<file path="src/rtl/player_instr_arbiter_pkg.sv">
// Shared game definitions used by the player instruction arbiter.
//  - op_e      : player datapath opcodes (upper nibble of an instruction word)
//  - dir_e     : movement directions carried in the MOV argument
//  - arb_state_e : arbiter bus state (IDLE = nothing offered, HOLD = instr valid)
//  - make_instr  : packs {op[3:0], arg[7:0], 4'b0000}
//  - instr_op    : extracts the opcode field of an instruction word
package player_instr_arbiter_pkg;

   typedef enum logic [3:0] {
      OP_NOP = 4'h0,
      OP_HPY = 4'h1,
      OP_DPY = 4'h2,
      OP_IDG = 4'h3,
      OP_SDG = 4'h4,
      OP_MOV = 4'h5,
      OP_SHP = 4'h6
   } op_e;

   typedef enum logic [1:0] {
      DIR_UP    = 2'd0,
      DIR_LEFT  = 2'd1,
      DIR_DOWN  = 2'd2,
      DIR_RIGHT = 2'd3
   } dir_e;

   typedef enum logic {
      ST_IDLE = 1'b0,
      ST_HOLD = 1'b1
   } arb_state_e;

   function automatic logic [15:0] make_instr(input op_e op, input logic [7:0] arg);
      return {op, arg, 4'b0000};
   endfunction

   function automatic logic [3:0] instr_op(input logic [15:0] instr);
      return instr[15:12];
   endfunction

endpackage

</file>
<file path="src/rtl/player_instr_arbiter_fifo.sv">
// Damage-event queue: synchronous FIFO with occupancy count.
// Ports:
//  clk, rst   clock and asynchronous active-high reset
//  clr_i      synchronous flush (empties the queue next edge)
//  push_i     write din_i; taken when not full, or when full and popping
//  pop_i      drop the head entry (ignored when empty)
//  din_i      write data
//  dout_o     head entry (valid while !empty_o)
//  count_o    number of queued entries, 0..DEPTH
//  full_o, empty_o  occupancy flags
module player_instr_arbiter_fifo #(
   parameter int WIDTH = 8,
   parameter int DEPTH = 4
) (
   input  logic                     clk,
   input  logic                     rst,
   input  logic                     clr_i,
   input  logic                     push_i,
   input  logic                     pop_i,
   input  logic [WIDTH-1:0]         din_i,
   output logic [WIDTH-1:0]         dout_o,
   output logic [$clog2(DEPTH):0]   count_o,
   output logic                     full_o,
   output logic                     empty_o
);
   localparam int AW = $clog2(DEPTH);

   logic [WIDTH-1:0] mem_q [DEPTH];
   logic [AW-1:0]    rd_ptr_q, rd_ptr_d;
   logic [AW-1:0]    wr_ptr_q, wr_ptr_d;
   logic [AW:0]      count_q, count_d;
   logic             do_push, do_pop;

   always_comb begin
      full_o   = (count_q == (AW+1)'(DEPTH));
      empty_o  = (count_q == '0);
      do_pop   = pop_i && !empty_o && !clr_i;
      // When full, a same-cycle pop frees the slot the push writes into.
      do_push  = push_i && (!full_o || do_pop) && !clr_i;
      rd_ptr_d = rd_ptr_q;
      wr_ptr_d = wr_ptr_q;
      count_d  = count_q;
      if (clr_i) begin
         rd_ptr_d = '0;
         wr_ptr_d = '0;
         count_d  = '0;
      end else begin
         if (do_pop)  rd_ptr_d = rd_ptr_q + 1'b1;
         if (do_push) wr_ptr_d = wr_ptr_q + 1'b1;
         case ({do_push, do_pop})
            2'b10:   count_d = count_q + 1'b1;
            2'b01:   count_d = count_q - 1'b1;
            default: count_d = count_q;
         endcase
      end
   end

   always_ff @(posedge clk or posedge rst) begin
      if (rst) begin
         rd_ptr_q <= '0;
         wr_ptr_q <= '0;
         count_q  <= '0;
      end else begin
         rd_ptr_q <= rd_ptr_d;
         wr_ptr_q <= wr_ptr_d;
         count_q  <= count_d;
      end
   end

   // Storage carries no reset; only the pointers define what is valid.
   always_ff @(posedge clk) begin
      if (do_push) mem_q[wr_ptr_q] <= din_i;
   end

   assign dout_o  = mem_q[rd_ptr_q];
   assign count_o = count_q;

endmodule

</file>
<file path="src/rtl/player_instr_arbiter.sv">
// Player instruction arbiter for the DODGE page. Merges heal, damage and move
// requests onto one 16-bit valid/ready instruction bus with priority
// HPY > DPY > MOV, and runs the post-hit invulnerability window.
// Ports:
//  clk, rst                 clock, asynchronous active-high reset
//  enable                   page is DODGE; low flushes all pending work
//  mv_req/mv_dir            move pulse and direction (latest wins)
//  dmg_req/dmg_amt          damage pulse and amount (queued)
//  heal_req/heal_amt        heal pulse and amount (accumulated, saturating)
//  instr/instr_valid        offered instruction {op, arg, 4'b0}
//  instr_ready              datapath accepts instr this cycle
//  invuln                   invulnerability window active
//  dmg_dropped              one-cycle pulse after a discarded damage request
//  fifo_level               damage entries queued
module player_instr_arbiter
   import player_instr_arbiter_pkg::*;
#(
   parameter int         FIFO_DEPTH    = 4,
   parameter int         INVULN_CYCLES = 25_000_000,
   parameter logic [7:0] HEAL_MAX      = 8'd255
) (
   input  logic                         clk,
   input  logic                         rst,
   input  logic                         enable,
   input  logic                         mv_req,
   input  logic [1:0]                   mv_dir,
   input  logic                         dmg_req,
   input  logic [7:0]                   dmg_amt,
   input  logic                         heal_req,
   input  logic [7:0]                   heal_amt,
   output logic [15:0]                  instr,
   output logic                         instr_valid,
   input  logic                         instr_ready,
   output logic                         invuln,
   output logic                         dmg_dropped,
   output logic [$clog2(FIFO_DEPTH):0]  fifo_level
);
   localparam int CW = (INVULN_CYCLES > 2) ? $clog2(INVULN_CYCLES) : 1;

   arb_state_e  state_q, state_d;
   logic [15:0] instr_q, instr_d;
   logic [7:0]  heal_acc_q, heal_acc_d;
   logic        mv_pend_q, mv_pend_d;
   logic [1:0]  mv_dir_q, mv_dir_d;
   logic [CW-1:0] inv_cnt_q, inv_cnt_d;
   logic        dmg_dropped_q, dmg_dropped_d;

   logic        slot_free, dpy_xfer, invuln_w;
   logic        heal_in, dmg_in, mv_in;
   logic        heal_avail, sel_heal, sel_dmg_fifo, sel_dmg_byp, sel_mv, dmg_ok;
   logic [7:0]  heal_arg, heal_base;
   logic [8:0]  heal_sum;
   logic [1:0]  mv_arg_dir;
   logic        fifo_push, fifo_pop, fifo_full, fifo_empty;
   logic [7:0]  fifo_head;

   // Request capture and source selection. Same-cycle requests can bypass
   // their holding register so an idle bus answers in one cycle.
   always_comb begin
      slot_free    = (state_q == ST_IDLE) || instr_ready;
      dpy_xfer     = (state_q == ST_HOLD) && instr_ready && (instr_op(instr_q) == OP_DPY);
      // The window is already active in the cycle the hit is accepted.
      invuln_w     = (inv_cnt_q != '0) || dpy_xfer;

      heal_in      = enable && heal_req && (heal_amt != 8'd0);
      dmg_in       = enable && dmg_req && (dmg_amt != 8'd0);
      mv_in        = enable && mv_req;

      heal_avail   = (heal_acc_q != 8'd0) || heal_in;
      heal_arg     = (heal_acc_q != 8'd0) ? heal_acc_q : heal_amt;
      sel_heal     = enable && slot_free && heal_avail;
      sel_dmg_fifo = enable && slot_free && !heal_avail && !fifo_empty;
      dmg_ok       = dmg_in && !invuln_w && (!fifo_full || sel_dmg_fifo);
      sel_dmg_byp  = enable && slot_free && !heal_avail && fifo_empty && dmg_ok;
      mv_arg_dir   = mv_in ? mv_dir : mv_dir_q;
      sel_mv       = enable && slot_free && !heal_avail && fifo_empty && !dmg_ok
                     && (mv_pend_q || mv_in);

      fifo_push     = dmg_ok && !sel_dmg_byp;
      fifo_pop      = sel_dmg_fifo;
      dmg_dropped_d = dmg_in && !dmg_ok;

      // Heal accumulator: when the stored total is issued, a coincident heal
      // starts a fresh total; a bypassed heal is consumed outright.
      heal_base  = (sel_heal && (heal_acc_q != 8'd0)) ? 8'd0 : heal_acc_q;
      heal_sum   = {1'b0, heal_base} + {1'b0, heal_amt};
      heal_acc_d = heal_base;
      if (!enable) begin
         heal_acc_d = 8'd0;
      end else if (sel_heal && (heal_acc_q == 8'd0)) begin
         heal_acc_d = 8'd0;
      end else if (heal_in) begin
         heal_acc_d = (heal_sum > {1'b0, HEAL_MAX}) ? HEAL_MAX : heal_sum[7:0];
      end

      mv_pend_d = mv_pend_q;
      mv_dir_d  = mv_dir_q;
      if (!enable || sel_mv) begin
         mv_pend_d = 1'b0;
      end else if (mv_in) begin
         mv_pend_d = 1'b1;
         mv_dir_d  = mv_dir;
      end

      inv_cnt_d = inv_cnt_q;
      if (dpy_xfer)                inv_cnt_d = CW'(INVULN_CYCLES - 1);
      else if (inv_cnt_q != '0)    inv_cnt_d = inv_cnt_q - 1'b1;
   end

   // Bus FSM: next state and next instruction word.
   always_comb begin
      state_d = state_q;
      instr_d = instr_q;
      if (!enable) begin
         state_d = ST_IDLE;
         instr_d = '0;
      end else if (slot_free) begin
         state_d = ST_HOLD;
         if (sel_heal)          instr_d = make_instr(OP_HPY, heal_arg);
         else if (sel_dmg_fifo) instr_d = make_instr(OP_DPY, fifo_head);
         else if (sel_dmg_byp)  instr_d = make_instr(OP_DPY, dmg_amt);
         else if (sel_mv)       instr_d = make_instr(OP_MOV, {6'b0, mv_arg_dir});
         else begin
            state_d = ST_IDLE;
            instr_d = '0;
         end
      end
   end

   always_ff @(posedge clk or posedge rst) begin
      if (rst) begin
         state_q       <= ST_IDLE;
         instr_q       <= '0;
         heal_acc_q    <= '0;
         mv_pend_q     <= 1'b0;
         mv_dir_q      <= '0;
         inv_cnt_q     <= '0;
         dmg_dropped_q <= 1'b0;
      end else begin
         state_q       <= state_d;
         instr_q       <= instr_d;
         heal_acc_q    <= heal_acc_d;
         mv_pend_q     <= mv_pend_d;
         mv_dir_q      <= mv_dir_d;
         inv_cnt_q     <= inv_cnt_d;
         dmg_dropped_q <= dmg_dropped_d;
      end
   end

   player_instr_arbiter_fifo #(
      .WIDTH (8),
      .DEPTH (FIFO_DEPTH)
   ) u_dmg_fifo (
      .clk     (clk),
      .rst     (rst),
      .clr_i   (!enable),
      .push_i  (fifo_push),
      .pop_i   (fifo_pop),
      .din_i   (dmg_amt),
      .dout_o  (fifo_head),
      .count_o (fifo_level),
      .full_o  (fifo_full),
      .empty_o (fifo_empty)
   );

   assign instr       = instr_q;
   assign instr_valid = (state_q == ST_HOLD);
   assign invuln      = invuln_w;
   assign dmg_dropped = dmg_dropped_q;

endmodule
</file>
<file path="config.mk">
export PLATFORM = sky130hd
export DESIGN_NAME = player_instr_arbiter
export DESIGN_NICKNAME = d
export VERILOG_FILES = /design/src/rtl/player_instr_arbiter_pkg.sv /design/src/rtl/player_instr_arbiter_fifo.sv /design/src/rtl/player_instr_arbiter.sv
export SDC_FILE = /design/constraint.sdc
export NUM_CORES = 1
export LEC_CHECK = 0
export ABC_AREA = 1
export CAP_MARGIN = 20
export CORE_MARGIN = 4
export CORE_UTILIZATION = 62
export DETAILED_ROUTE_END_ITERATION = 10
export GPL_TIMING_DRIVEN = 0
export PLACE_DENSITY_LB_ADDON = 0.3
export SLEW_MARGIN = 20
export SYNTH_ARGS = -nofsm -noshare
export SYNTH_HDL_FRONTEND = slang
export SYNTH_HIERARCHICAL = 1
export SYNTH_SLANG_ARGS = --single-unit
export TNS_END_PERCENT = 10
</file>
<file path="constraint.sdc">
create_clock -name clk -period 5 [get_ports clk]
set_input_delay 0.75 -clock clk [delete_from_list [all_inputs] [get_ports clk]]
set_output_delay 0.75 -clock clk [all_outputs]
set_load 0.005 [all_outputs]
</file>
==> impl_results.md <==
* Commonest non-fill, non-tap cells in the layout: nand2_1, inv_1, nor2_1, dfrtp_1, clkdlybuf4s50_1
* Status: complete, no violations
* Die ar. at 0.00958 sq mm
* Max Freq at 236 MHz
* Clk_skew at 11.8 ps
* Rows at 32
* Yosys top cell by area: dfrtp_1
* Mapped Avg Cell Area at 8.32 sq um
* Largest net degree at the start of global routing at 35
* Worst hold path class: reg -> reg
* Tot Pwr at 1.92 mW
* Multi-input logic area at about 0.0023 sq mm
* Initial Util at 64.2%
* Final count of pins violating max slew at 0
* CTS tree: done
* Final Cycle Share at a little over four fifths
* Top Usage Layer GRT: met2
* Max Root-Sink Buffers at 2
* Core area at 0.00781 sq mm
* Power per Cell Area at about 330 mW/mm^2
* Synth warn at 6
* CTS Sinks at 88
* CP max-delay cell: nor3_1
* DRT iter0 DRCs at approximately 270
* Critical path buffer and inverter count at 3
* Antenna viol nets, final at 0
* Int Power at roughly 1.3 mW
* Slew HR at a little under half
* Commonest non-fill, non-tap cell in the layout: nand2_1
* Crit-path max FO at 9
* Finish-stage setup viols at 0
* Worst-path clk slew at roughly 90 ps
* Vias post-DR at between 4,000 and 5,000
* Worst setup path class: in -> reg
* Synth Register Bits at 88
* Ranking of synthesized cells by area: dfrtp_1, edfxtp_1, nand2_1, inv_1, nor2_1
* Clock root buffer: clkbuf_8
* Combinational power share at 25.8%
* Wire per inst at 14.9 um
* Drt pass-1 iters at 5
* Final WL at 11,400 um
* Sequential cell area at 0.00236 sq mm
* CTS hold repair buffers at 0
* Share of layout cells above drive strength 1 at 9.80%
* Die X at ~98 um
* P_leak at ~2.7 nW
* Post-layout minimum cycle time at 4240 ps
* Initial antenna violation count at 0
* Number of antenna cells inserted at 0
* Crit path max-delay family: simple AND/OR/NAND/NOR gates
* Psw at 654 uW
* Post-CTS Setup Repair Bufs at 0
* Reg power frac at a little under half
* Dominant synthesized flop cell: dfrtp_1
* Most frequent CP cell: nand3_1
* Vias in the first global route at 4,202
* Sequential area share after synthesis at 47.2%
* Max Cap Viol at 0
* Critical Path Max Stage Delay at 630 ps
* Clock Latency Late Sink at 360 ps
* Filler cell count at 588
* M2 GR Usage at 41.5%
* DR vias/cell at about 5.6
* Num CTS Buffers at 9
* Distinct cells, synth at 42
* First-pass GRT wire length at 19,500 um
* DP HPWL at between 8000 and 9000 um
* Gr ovfl total at 0
* Worst setup EP type: flip-flop
* Clock power share at 26.8%
* Post-synthesis cell count at 602
* Die H at 97.9 um
* Area grow syn2layout at 15.4%
* GRT Total Usage at 24.8%
* Post-cts sizing count at 0
* Req. time, crit path at 5250 ps
* Max H-tree Level at 3
* Final net count at slightly below 700
* FFs w/ async S/R, synth at 63.6%
* Hold Vio Cnt, Final at 0
* GR Layer Usage met3 at 3.64%
* GR Util met1 at 33.5%
* Drt drc at 0
* Area share of the largest cell type after synthesis at 28.0%
* Port Buffers at 40
* Worst ir drop on vdd at 0.342 mV
* Slew @ Worst Pin at between 800 and 900 ps
* Arr. time, crit path at 4490 ps
* Post-synth EDFFs at 32
* Setup_tns at 0 ps
* Critical path launch point type: input pin
* Net Sw Frac at 34.0%
* Crit-path cells: clkdlybuf4s50_1 > nor2_1 > nand3_1 > nor2_2 > nor2_2 > nor3_4 > nand3_4 > nand2_2 > nand3_1 > nor3_1 > inv_1 > nand4_1 > inv_1 > fa_1 > xnor2_1 > nand3b_1 > nand3_1 > nand2_1
* Mapped cell area at 0.00501 sq mm
* Final GP Congestion at 0.926
* Io pins at 47
* RSZ-0062 raised after global routing: no
==> through the flow <==
stage / instances / utilization, % / hold slack, ps / cell area (sq um) / setup slack [ps]
after floorplan: 606 / - / 436 / 5020 / 1630
after global placement: 748 / 71.1 / 454 / 5550 / 612
after detailed placement: 749 / 71.4 / 465 / 5570 / 480
after CTS: 765 / 74.1 / 478 / 5780 / 831
after global routing: 765 / 74.1 / 516 / 5780 / 556
final: 765 / 74.1 / 481 / 5780 / 763
==> routing by layer <==
metal / share of wire, % / vias to the layer above
li1: - / 2093
met1: 43 / 2002
met2: 49 / 162
met3: 6.1 / 21
met4: 1.9 / 0
met5: 0 / -
==> power by group through the flow <==
stage          Sequential, mW  Combinational [mW]  Clock, mW
2_1_floorplan           0.908               0.344          0
3_3_place_gp            0.919               0.461          0
3_5_place_dp            0.924               0.487          0
4_1_cts                 0.909               0.493      0.525
5_1_grt                 0.924               0.561      0.558
6_report                0.911               0.497      0.516
==> cell type report <==
class	count	area share, %
well taps	102	2.21
multi-input cells	416	38.9
clock buffers	9	2.14
repair buffers	41	7.27
clock inverters	7	1.49
flip-flops and latches	88	40.8
plain buffers	12	1.28
inverters	90	5.84
==> synthesized netlist by cell type, types with 2 or more instances <==
master and number:
a31oi_1 3, xnor2_1 4, inv_1 84, o21ai_0 39
o211ai_1 4, or2_2 2, o22ai_1 8, o21ai_4 2
buf_2 2, nand3_2 4, nand2_1 119, ha_1 10
nand3_1 31, inv_2 6, nand2_2 7, edfxtp_1 32
nor2_4 3, o21bai_1 3, xor2_1 6, nor2_1 78
nor2_2 6, a21oi_1 26, dfrtp_1 56, nor3_1 9
o21ai_1 2, nor3_4 2, clkbuf_1 3, nand2_4 2
nand3b_1 8, buf_4 7, nand4_1 16, mux2i_1 6
nor4_1 2, fa_1 2
==> path summary, 6_finish.rpt <==
| path | to | from | slack, ps | cells after the start |
|---|---|---|---|---|
| worst max-delay path | u_dmg_fifo/count_o[2] | heal_amt[1] | 760 | 18 |
| min in group asynchronous | u_dmg_fifo/count_o[2] | rst | 670 | 2 |
| max in group asynchronous | heal_acc_q[6] | rst | 3820 | 3 |
| worst min register to register | inv_cnt_q[7] | inv_cnt_q[7] | 480 | 1 |
| worst min-delay path | inv_cnt_q[7] | inv_cnt_q[7] | 480 | 1 |
| worst max register to register | u_dmg_fifo/count_o[2] | heal_acc_q[2] | 1450 | 15 |
==> registers in the layout (all words and copies together) (netlist names) <==
name	flops
inv_cnt_q	25
mv_dir_q	2
mv_pend_q	1
heal_acc_q	8
instr	11
dmg_dropped	1
u_dmg_fifo/wr_ptr_q	2
u_dmg_fifo/mem_q	32
u_dmg_fifo/rd_ptr_q	2
instr_valid	1
u_dmg_fifo/count_o	3
==> logic make-up after synthesis <==
family | share of synthesized area, %
adders and majority gates | 3.30
buffers and inverters | 8.22
muxes | 1.20
other | 0.0749
and+or+nand+nor | 27.0
xor gates and xnor gates | 1.75
AOI/OAI and AO/OA | 11.3
DFF | 47.2
Note: power is estimated with default switching activity, not from simulation.
